===== src/rtl/conv_pkg.sv =====
// ----------------------------------------------------------------------------
// conv_pkg : shared widths and result conversion for convolution collectors
// Revision : 1.0
// ----------------------------------------------------------------------------
`default_nettype none

package conv_pkg;

  localparam int PSUM_W = 7;
  localparam int BIAS_W = 8;
  localparam int ACC_W  = 10;
  localparam int OUT_W  = 8;

  typedef logic signed [ACC_W-1:0] acc_t;

  typedef struct packed {
    logic [OUT_W-1:0] data;
    logic             sat;
  } sat_res_t;

  localparam acc_t ACC_ZERO  = '0;
  localparam acc_t ACC_U_MAX = acc_t'((2 ** OUT_W) - 1);
  localparam acc_t ACC_S_MAX = acc_t'((2 ** (OUT_W - 1)) - 1);
  localparam acc_t ACC_S_MIN = acc_t'(-(2 ** (OUT_W - 1)));

  // ReLU zeroing is not a saturation; only clamping to a limit flags sat.
  function automatic sat_res_t sat_relu(input acc_t sum, input logic relu_en);
    sat_res_t r;
    r.data = sum[OUT_W-1:0];
    r.sat  = 1'b0;
    if (relu_en) begin
      if (sum < ACC_ZERO) begin
        r.data = '0;
      end else if (sum > ACC_U_MAX) begin
        r.data = ACC_U_MAX[OUT_W-1:0];
        r.sat  = 1'b1;
      end
    end else begin
      if (sum > ACC_S_MAX) begin
        r.data = ACC_S_MAX[OUT_W-1:0];
        r.sat  = 1'b1;
      end else if (sum < ACC_S_MIN) begin
        r.data = ACC_S_MIN[OUT_W-1:0];
        r.sat  = 1'b1;
      end
    end
    return r;
  endfunction

endpackage

`default_nettype wire


===== src/rtl/conv_psum_collector_if.sv =====
// ----------------------------------------------------------------------------
// conv_psum_collector_if : row-sum input, pixel output and status bundle
// Revision : 1.0
// ----------------------------------------------------------------------------
`default_nettype none

interface conv_psum_collector_if;
  import conv_pkg::*;

  logic [PSUM_W-1:0] psum_in;
  logic              psum_valid;
  logic              psum_first;
  logic [BIAS_W-1:0] bias;
  logic              relu_en;
  logic              in_ready;
  logic [OUT_W-1:0]  out_data;
  logic              out_valid;
  logic              out_ready;
  logic              drop_err;
  logic              sync_err;
  logic              sat_seen;

  // Environment side: adder stage 2 upstream and pooling/writeback downstream.
  modport master (
    output psum_in, psum_valid, psum_first, bias, relu_en, out_ready,
    input  in_ready, out_data, out_valid, drop_err, sync_err, sat_seen
  );

  modport slave (
    input  psum_in, psum_valid, psum_first, bias, relu_en, out_ready,
    output in_ready, out_data, out_valid, drop_err, sync_err, sat_seen
  );

endinterface

`default_nettype wire


===== src/rtl/conv_result_fifo.sv =====
// ----------------------------------------------------------------------------
// conv_result_fifo : synchronous FIFO, combinational head read, zero when empty
// Revision : 1.0
// ----------------------------------------------------------------------------
`default_nettype none

module conv_result_fifo #(
  parameter int WIDTH = 8,
  parameter int DEPTH = 4
) (
  input  wire logic             clk,
  input  wire logic             rst_n,
  input  wire logic             push_i,
  input  wire logic [WIDTH-1:0] data_i,
  input  wire logic             pop_i,
  output logic      [WIDTH-1:0] data_o,
  output logic                  full_o,
  output logic                  empty_o
);

  localparam int AW = $clog2(DEPTH);

  logic [WIDTH-1:0] mem_q [DEPTH];
  logic [AW:0]      wr_q, wr_d;
  logic [AW:0]      rd_q, rd_d;
  logic             do_push;
  logic             do_pop;

  // Extra pointer bit distinguishes full from empty when indices match.
  always_comb begin
    empty_o = (wr_q == rd_q);
    full_o  = (wr_q[AW] != rd_q[AW]) && (wr_q[AW-1:0] == rd_q[AW-1:0]);
    do_push = push_i && !full_o;
    do_pop  = pop_i && !empty_o;
    wr_d    = wr_q + (AW+1)'(do_push);
    rd_d    = rd_q + (AW+1)'(do_pop);
    data_o  = empty_o ? '0 : mem_q[rd_q[AW-1:0]];
  end

  always_ff @(posedge clk) begin
    if (!rst_n) begin
      wr_q <= '0;
      rd_q <= '0;
    end else begin
      wr_q <= wr_d;
      rd_q <= rd_d;
    end
  end

  always_ff @(posedge clk) begin
    if (do_push) begin
      mem_q[wr_q[AW-1:0]] <= data_i;
    end
  end

endmodule

`default_nettype wire


===== src/rtl/conv_psum_collector.sv =====
// ----------------------------------------------------------------------------
// conv_psum_collector : accumulates ROWS row sums + bias per pixel, clamps, queues
// Revision : 1.0
// ----------------------------------------------------------------------------
`default_nettype none

module conv_psum_collector
  import conv_pkg::*;
#(
  parameter int ROWS       = 3,
  parameter int FIFO_DEPTH = 4
) (
  input wire logic            clk,
  input wire logic            rst_n,
  conv_psum_collector_if.slave bus
);

  localparam int                CNT_W    = $clog2(ROWS);
  localparam logic [CNT_W-1:0]  CNT_LAST = CNT_W'(ROWS - 1);

  logic [CNT_W-1:0] cnt_q, cnt_d;
  acc_t             acc_q, acc_d;
  logic             drop_q, drop_d;
  logic             sync_q, sync_d;
  logic             sat_q, sat_d;

  acc_t             psum_ext;
  acc_t             bias_ext;
  acc_t             sum;
  logic             restart;
  logic             last;
  logic             push;
  logic             fifo_full;
  logic             fifo_empty;
  logic [OUT_W-1:0] fifo_head;
  sat_res_t         res;

  assign psum_ext = acc_t'(signed'(bus.psum_in));
  assign bias_ext = acc_t'(signed'(bus.bias));

  // A beat with cnt==0 starts a pixel whether or not psum_first is raised.
  always_comb begin
    restart = bus.psum_first || (cnt_q == '0);
    sum     = restart ? (bias_ext + psum_ext) : (acc_q + psum_ext);
    last    = bus.psum_valid && !restart && (cnt_q == CNT_LAST);
    res     = sat_relu(sum, bus.relu_en);
    push    = last && !fifo_full;
  end

  always_comb begin
    cnt_d  = cnt_q;
    acc_d  = acc_q;
    drop_d = drop_q;
    sync_d = sync_q;
    sat_d  = sat_q;
    if (bus.psum_valid) begin
      acc_d = sum;
      if (last) begin
        cnt_d = '0;
      end else if (restart) begin
        cnt_d = CNT_W'(1);
      end else begin
        cnt_d = cnt_q + CNT_W'(1);
      end
      if (bus.psum_first && (cnt_q != '0)) begin
        sync_d = 1'b1;
      end
      if (last && fifo_full) begin
        drop_d = 1'b1;
      end
      if (last && res.sat) begin
        sat_d = 1'b1;
      end
    end
  end

  always_ff @(posedge clk) begin
    if (!rst_n) begin
      cnt_q  <= '0;
      acc_q  <= '0;
      drop_q <= 1'b0;
      sync_q <= 1'b0;
      sat_q  <= 1'b0;
    end else begin
      cnt_q  <= cnt_d;
      acc_q  <= acc_d;
      drop_q <= drop_d;
      sync_q <= sync_d;
      sat_q  <= sat_d;
    end
  end

  conv_result_fifo #(
    .WIDTH (OUT_W),
    .DEPTH (FIFO_DEPTH)
  ) u_fifo (
    .clk     (clk),
    .rst_n   (rst_n),
    .push_i  (push),
    .data_i  (res.data),
    .pop_i   (bus.out_ready),
    .data_o  (fifo_head),
    .full_o  (fifo_full),
    .empty_o (fifo_empty)
  );

  assign bus.in_ready  = !fifo_full;
  assign bus.out_valid = !fifo_empty;
  assign bus.out_data  = fifo_head;
  assign bus.drop_err  = drop_q;
  assign bus.sync_err  = sync_q;
  assign bus.sat_seen  = sat_q;

endmodule

`default_nettype wire


===== src/flat_wrapper.sv =====
// flat-port wrapper written by rule: the top's interface ports become plain ports
module conv_psum_collector_flat import conv_pkg::*;
#(
  parameter int ROWS       = 3,
  parameter int FIFO_DEPTH = 4
)
  (clk, rst_n, bus_psum_in, bus_psum_valid, bus_psum_first, bus_bias, bus_relu_en, bus_out_ready, bus_in_ready, bus_out_data, bus_out_valid, bus_drop_err, bus_sync_err, bus_sat_seen);
  conv_psum_collector_if bus_i ();
  input wire logic clk;
  input wire logic rst_n;
  input wire logic [$bits(bus_i.psum_in)-1:0] bus_psum_in;
  input wire logic [$bits(bus_i.psum_valid)-1:0] bus_psum_valid;
  input wire logic [$bits(bus_i.psum_first)-1:0] bus_psum_first;
  input wire logic [$bits(bus_i.bias)-1:0] bus_bias;
  input wire logic [$bits(bus_i.relu_en)-1:0] bus_relu_en;
  input wire logic [$bits(bus_i.out_ready)-1:0] bus_out_ready;
  output wire logic [$bits(bus_i.in_ready)-1:0] bus_in_ready;
  output wire logic [$bits(bus_i.out_data)-1:0] bus_out_data;
  output wire logic [$bits(bus_i.out_valid)-1:0] bus_out_valid;
  output wire logic [$bits(bus_i.drop_err)-1:0] bus_drop_err;
  output wire logic [$bits(bus_i.sync_err)-1:0] bus_sync_err;
  output wire logic [$bits(bus_i.sat_seen)-1:0] bus_sat_seen;
  assign bus_i.psum_in = bus_psum_in;
  assign bus_i.psum_valid = bus_psum_valid;
  assign bus_i.psum_first = bus_psum_first;
  assign bus_i.bias = bus_bias;
  assign bus_i.relu_en = bus_relu_en;
  assign bus_i.out_ready = bus_out_ready;
  assign bus_in_ready = bus_i.in_ready;
  assign bus_out_data = bus_i.out_data;
  assign bus_out_valid = bus_i.out_valid;
  assign bus_drop_err = bus_i.drop_err;
  assign bus_sync_err = bus_i.sync_err;
  assign bus_sat_seen = bus_i.sat_seen;
  conv_psum_collector #(.ROWS(ROWS), .FIFO_DEPTH(FIFO_DEPTH)) u_core (.clk(clk), .rst_n(rst_n), .bus(bus_i));
endmodule

===== config.mk =====
export PLATFORM = sky130hd
export DESIGN_NAME = conv_psum_collector_flat
export DESIGN_NICKNAME = d
export VERILOG_FILES = /design/src/rtl/conv_pkg.sv /design/src/rtl/conv_psum_collector_if.sv /design/src/rtl/conv_result_fifo.sv /design/src/rtl/conv_psum_collector.sv /design/src/flat_wrapper.sv
export SDC_FILE = /design/constraint.sdc
export NUM_CORES = 1
export LEC_CHECK = 0
export ABC_AREA = 1
export BUFFER_PORTS_ARGS = -buffer_cell sky130_fd_sc_hd__buf_2
export CELL_PAD_IN_SITES_DETAIL_PLACEMENT = 2
export CELL_PAD_IN_SITES_GLOBAL_PLACEMENT = 2
export CORE_MARGIN = 3
export CORE_UTILIZATION = 32
export CTS_CLUSTER_DIAMETER = 100
export DETAILED_ROUTE_END_ITERATION = 16
export PLACE_DENSITY = 0.78
export SYNTH_ARGS = -nofsm -noshare
export SYNTH_HDL_FRONTEND = slang
export SYNTH_SLANG_ARGS = --single-unit

===== constraint.sdc =====
create_clock -name clk -period 2.3 [get_ports clk]
set_input_delay 0.23 -clock clk [delete_from_list [all_inputs] [get_ports clk]]
set_output_delay 0.23 -clock clk [all_outputs]
set_load 0.01 [all_outputs]

==> results of run 1 <==
==> cells by family after synthesis <==
logic type      synth area share [%]
xor+xnor                        2.33
simple gates                    25.4
buf+inv                         8.15
fa+ha+maj                       9.70
flops                           40.9
compound gates                  13.6
==> worst max-delay path, cell delays in order, from the launching register on <==
cell	delay, ps
dfxtp_1	350
ha_1	370
nand2_1	130
inv_1	80
a21oi_4	190
nand2_2	80
nand2_2	80
nand3_4	110
nand2_4	110
nand2_4	60
o21ai_4	250
o21ai_1	110
nand2_1	150
==> metrics by stage <==
| stage | total power [mW] | util [%] | TNS [ps] | instance area, um^2 | setup slack [ps] |
|---|---|---|---|---|---|
| final | 2.27 | 40.0 | 0 | 4000 | 76.7 |
| after global routing | 2.41 | 40.0 | -993 | 4000 | -56.4 |
| after CTS | 2.23 | 38.8 | -22.4 | 3880 | -5.66 |
| after detailed placement | 1.68 | 37.7 | -282 | 3770 | -36.9 |
| after global placement | 1.64 | 37.7 | 0 | 3770 | 76.8 |
| after floorplan | 1.50 | - | 0 | 3380 | 118 |
==> layer usage <==
metal / GRT usage (%) / up-vias
met5: 0 / -
met4: 4.06 / 0
met3: 2.25 / 13
met2: 30.2 / 37
met1: 23.4 / 1479
li1: - / 1444
==> repair_timing <==
item / CTS / global route
setup buffers: 0 / 3
gates resized for setup: 7 / 24
hold buffers: 0 / 0
endpoints found under the setup margin: 28 / 44
pin swaps: 1 / 7
==> synthesized netlist by cell type <==
| library cell | number |
|---|---|
| o21ai_0 | 26 |
| o21ai_1 | 6 |
| nor2_1 | 44 |
| a21oi_2 | 7 |
| nand2_4 | 4 |
| nand4_2 | 1 |
| nand2_1 | 82 |
| dfxtp_1 | 21 |
| a31oi_1 | 2 |
| nand2_2 | 15 |
| edfxtp_1 | 32 |
| nand4_1 | 1 |
| buf_2 | 4 |
| o21a_1 | 1 |
| or2_2 | 3 |
| nor2_2 | 3 |
| fa_1 | 2 |
| nand3_1 | 9 |
| or2_1 | 1 |
| nand3b_2 | 1 |
| ha_1 | 23 |
| o211ai_1 | 3 |
| nand3_2 | 9 |
| xnor2_1 | 5 |
| o21ai_4 | 1 |
| xor2_1 | 4 |
| and2_1 | 1 |
| a21o_1 | 1 |
| inv_2 | 5 |
| nor2_4 | 1 |
| o32ai_1 | 8 |
| clkinv_1 | 1 |
| clkbuf_1 | 6 |
| inv_1 | 56 |
| a21oi_1 | 20 |
| nor3_1 | 4 |
==> where the power goes <==
part | internal [mW] | switching [mW] | total (mW)
combinational | 0.224 | 0.414 | 0.638
clock | 0.221 | 0.337 | 0.558
sequential | 1.06 | 0.0138 | 1.08
==> registers in the layout (all words and copies together), names as in the netlist <==
signal / cells
u_core.cnt_q: 2
u_core.bus.drop_err: 1
u_core.bus.sync_err: 1
u_core.u_fifo.wr_q: 3
u_core.u_fifo.rd_q: 3
u_core.u_fifo.mem_q: 32
u_core.acc_q: 10
u_core.bus.sat_seen: 1
==> cell usage in the layout (no fill, tap or decap), types with 20 or more instances in the layout <==
cell      count
a21oi_1      20
buf_2        33
dfxtp_1      20
edfxtp_1     32
ha_1         20
inv_1        54
nand2_1      77
nor2_1       44
o21ai_0      23
==> path summary, 6_finish.rpt <==
path                                          start                         to  slack, ps
worst max-delay path                u_core.acc_q[6]  u_core.u_fifo.mem_q[3][1]         80
worst min-delay path                 bus_psum_first        u_core.bus.sync_err        220
worst max register to register      u_core.acc_q[6]  u_core.u_fifo.mem_q[3][1]         80
worst min register to register  u_core.bus.drop_err        u_core.bus.drop_err        470
==> cell type report <==
class | count | area share, %
flip-flops and latches | 53 | 34.6
clock inverters | 3 | 0.626
multi-input cells | 288 | 45.9
clock buffers | 5 | 1.72
inverters | 62 | 5.89
well taps | 133 | 4.17
repair buffers | 49 | 7.14
==> impl_metrics.ini, run 1 <==
[placement]
dp_hpwl_um = 7580
gp_congestion = 0.779
dpl.cell_count = 582
portBuffers = 33

[clock_tree]
cts_root_buf = clkbuf_8
clk-insertion-delay-late_ps = 310
clk_pin_slew_ps = 100
htreeDepth = 2
cts_tree = yes
clk_path_buf_depth = 2
clock_sinks = 53
numCtsBuffers = 5

[logic_synthesis]
synth.top_cells.by_area = edfxtp_1 28%, dfxtp_1 12%, nand2_1 9.1%
synthDistinctLibCells = 36
yosys.area.top_type_share_pct = 28.4
synthCells = 413
syn_area_um2 = 3380
seq_area_frac_synth_pct = 40.9
synth.largest_area_cell = edfxtp_1
syn_area_per_cell_um2 = 8.18
synth-seq-cells = 53
ys_warn_count = 0
synthesis.nets = 459

[floorplanning]
die_y_um = 109
io_pins = 34
dieArea_um2 = 11800
core_area_um2 = 10000
initial_utilization_pct = 33.8
dieWidth_um = 109
rows = 36

[cells_and_area]
syn2layout_area_growth_pct = 18.2
ff_latch_area_um2 = 1380
multi_input_area_um2 = 1830
n_antenna_cell = 0
final_nets = 505
drive_gt1_share_pct = 27.0
final_cells = 593
nFillCells = 1168

[worst_setup_path]
crit_arrival_ps = 2390
cp-start-kind = flip-flop
crit_type = reg2reg
end_kind = flip-flop
path_max_fanout = 6
crit_required_ps = 2460
r2r.worst_path.cells = 12

[routing]
drtPass1Iterations = 4
vias_per_cell = 5.01
totalWireLength_um = 9920
drt_iter0_drc = 79
drt-met1-wl_um = 4660
vias = 2973
route.met2.wl_um = 4930
ant_nets = 0
dr_wl_met3_um = 232
highest_layer = met4
drc = 0
wl_per_cell_um = 16.7

[sta]
slew_headroom_pct = 62.8
worst_pin_slew_ps = 558
final.setup_skew_ps = 9.10
rsz0062_at_grt = yes
timing.final.crit_share_pct = 96.7
layout_min_cycle_time_ps = 2220
finalMaxSlewViolations = 0
hold_viol = 0
fmax_ghz = 0.450
hold_slack_ps = 220
setup_viol = 0

[pwr]
leakage_nw = 1.93
p_per_area_nw_per_um2 = 569
ir_drop_mv = 0.313

[worst_hold_path]
hold_depth = 3
hold_class = in2reg

[global_routing]
overflow = 0
antenna_found_initial = 0
grt_pass1_wl_um = 16200
first_global_vias = 3257
grt_max_degree = 19
grt_use_total_pct = 17.5

[job]
maxCapViolCount = 0

[outcome]
status = complete, no violations
No activity file was read; power rests on OpenSTA's default activity.
==> run 2, diff against run 1 <==
--- a/config.mk
+++ b/config.mk
@@ -13,7 +13,7 @@
 export CORE_UTILIZATION = 32
 export CTS_CLUSTER_DIAMETER = 100
 export DETAILED_ROUTE_END_ITERATION = 16
-export PLACE_DENSITY = 0.78
+export PLACE_DENSITY = 0.76
 export SYNTH_ARGS = -nofsm -noshare
 export SYNTH_HDL_FRONTEND = slang
 export SYNTH_SLANG_ARGS = --single-unit
==> run 2 against run 1 <==
Net effect: combinational power increased by 1%; non-clock buffer count rose by 1; global-route usage rose by 0.19 points; register-to-register slack barely moved; final cell count grew 0.17%; first-iteration DRC count grew 76%; via count up 0.24%; total power increased by 0.60%; wire length increased by 2.8%; clock skew decreased by 4.3 ps; worst hold slack lost 13 ps; count of clock-buffer cells in the layout unchanged; largest power group unchanged; highest routed layer unchanged.
==> impl_metrics.ini, run 2 (synthesis gave the netlist of run 1 again) <==
[global_routing]
first_global_vias = 3179
grt.met1_usage_pct = 23.5
met2_usage_pct = 30.9
grt_use_total_pct = 17.7
antenna_found_initial = 0
grt_max_degree = 19
grt_pass1_wl_um = 16200
overflow = 0
busiest_layer = met2
grt_util_met3_pct = 3.02

[sta]
layout_min_cycle_time_ps = 2230
rsz0062_at_grt = yes
slew_headroom_pct = 64.5
tns_ps = 0
timing.final.crit_share_pct = 96.9
final.setup_skew_ps = 4.76
hold_viol = 0
worst_pin_slew_ps = 532
setup_viol = 0
setup_ws_ps = 70.8
finalMaxSlewViolations = 0
fmax_ghz = 0.449

[worst_setup_path]
crit_arrival_ps = 2410
cp-startpoint = u_core.acc_q[0]
crit_required_ps = 2480
path_max_fanout = 6
crit_type = reg2reg
r2r_start = u_core.acc_q[0]
end_kind = flip-flop
cp-start-kind = flip-flop

[pwr]
p_sw_share_pct = 33.8
netSwitchingPower_uw = 774
p_seq_share_pct = 47.1
ir_drop_mv = 0.203
p_comb_share_pct = 28.2
internal-power_mw = 1.51
clkPwrFrac_pct = 24.7
leakage_nw = 1.92
p_per_area_nw_per_um2 = 570

[floorplanning]
rows = 36
die_y_um = 109
dieArea_um2 = 11800
dieWidth_um = 109
io_pins = 34
initial_utilization_pct = 33.8
core_area_um2 = 10000

[cells_and_area]
mostFrequentLayoutCell = nand2_1
final_nets = 506
largest_reg_flops = 32
most-common-layout-cells = 72 x nand2_1, 54 x inv_1, 44 x nor2_1
drive_gt1_share_pct = 28.2
syn2layout_area_growth_pct = 18.7
n_antenna_cell = 0
fin_util_pct = 40.1

[clock_tree]
clk_pin_slew_ps = 100
clock_sinks = 53
htreeDepth = 2
cts_tree = yes
numCtsBuffers = 5
cts_root_buf = clkbuf_8
clk-insertion-delay-late_ps = 320
clk_path_buf_depth = 2

[routing]
totalWireLength_um = 10200
ant_nets = 0
drtPass1Iterations = 4
vias_per_cell = 5.02
drc = 0
drt_iter0_drc = 139
wl_per_cell_um = 17.2
vias = 2980

[worst_hold_path]
hold_class = in2reg
hp-start = bus_psum_first

[placement]
portBuffers = 33
dp_hpwl_um = 7700
gp_congestion = 0.759
dp_slack_ps = -0.883

[outcome]
status = complete, no violations

[job]
maxCapViolCount = 0
run 2: stage by stage:
stage | power [mW] | instance area, um^2 | hold WS [ps] | std cells
2_1_floorplan | 1.50 | 3380 | 375 | 413
3_3_place_gp | 1.65 | 3790 | 449 | 585
3_5_place_dp | 1.68 | 3790 | 460 | 585
4_1_cts | 2.26 | 3900 | 205 | 593
5_1_grt | 2.43 | 4010 | 231 | 594
6_report | 2.29 | 4010 | 207 | 594
run 2: power groups by stage:
stage | clock network, mW | logic (mW) | registers [mW]
floorplan | 0 | 0.407 | 1.09
global placement | 0 | 0.554 | 1.10
detailed placement | 0 | 0.583 | 1.10
CTS | 0.583 | 0.598 | 1.07
global route | 0.620 | 0.731 | 1.08
finish | 0.564 | 0.645 | 1.08
run 2: area by class of cell:
cell class                 instances  area [um^2]
clock buffer                       5         68.8
clock inverter                     3         26.3
fill                            1180         5990
inverter                          62          235
multi-input combinational        288         1840
sequential                        53         1380
tap                              133          166
timing repair buffer              50          293
run 2: what timing repair did:
item | in CTS | in global routing
resized for setup | 5 | 29
endpoints found under the setup margin | 20 | 33
endpoints found under the hold margin | 0 | 0
hold buffers | 0 | 0
pin swaps | 1 | 9
setup buffers | 0 | 1
run 2: metal layers:
metal | vias up | share of wire [%]
met5 | - | 0
li1 | 1448 | -
met3 | 8 | 2.7
met4 | 0 | 0.69
met1 | 1490 | 46
met2 | 34 | 50
run 2: final timing paths:
path / end / slack, ps / cells past startpoint
setup reg to reg: u_core.u_fifo.mem_q[2][3] / 70 / 14
hold / removal: u_core.bus.sync_err / 210 / 3
hold reg to reg: u_core.bus.drop_err / 490 / 1
setup / recovery: u_core.u_fifo.mem_q[2][3] / 70 / 14
run 2: critical path, stage by stage (launching register included):
cell      delay (ps)
dfxtp_2          370
ha_4             140
inv_2             40
fa_2             370
inv_2             70
nand3_2           80
nand2_4           90
nand2_4           60
nand3b_2         100
nand3_4          110
nand2_4           90
nand2_4           60
o21ai_4          250
o21ai_2          120
nand2_2          130
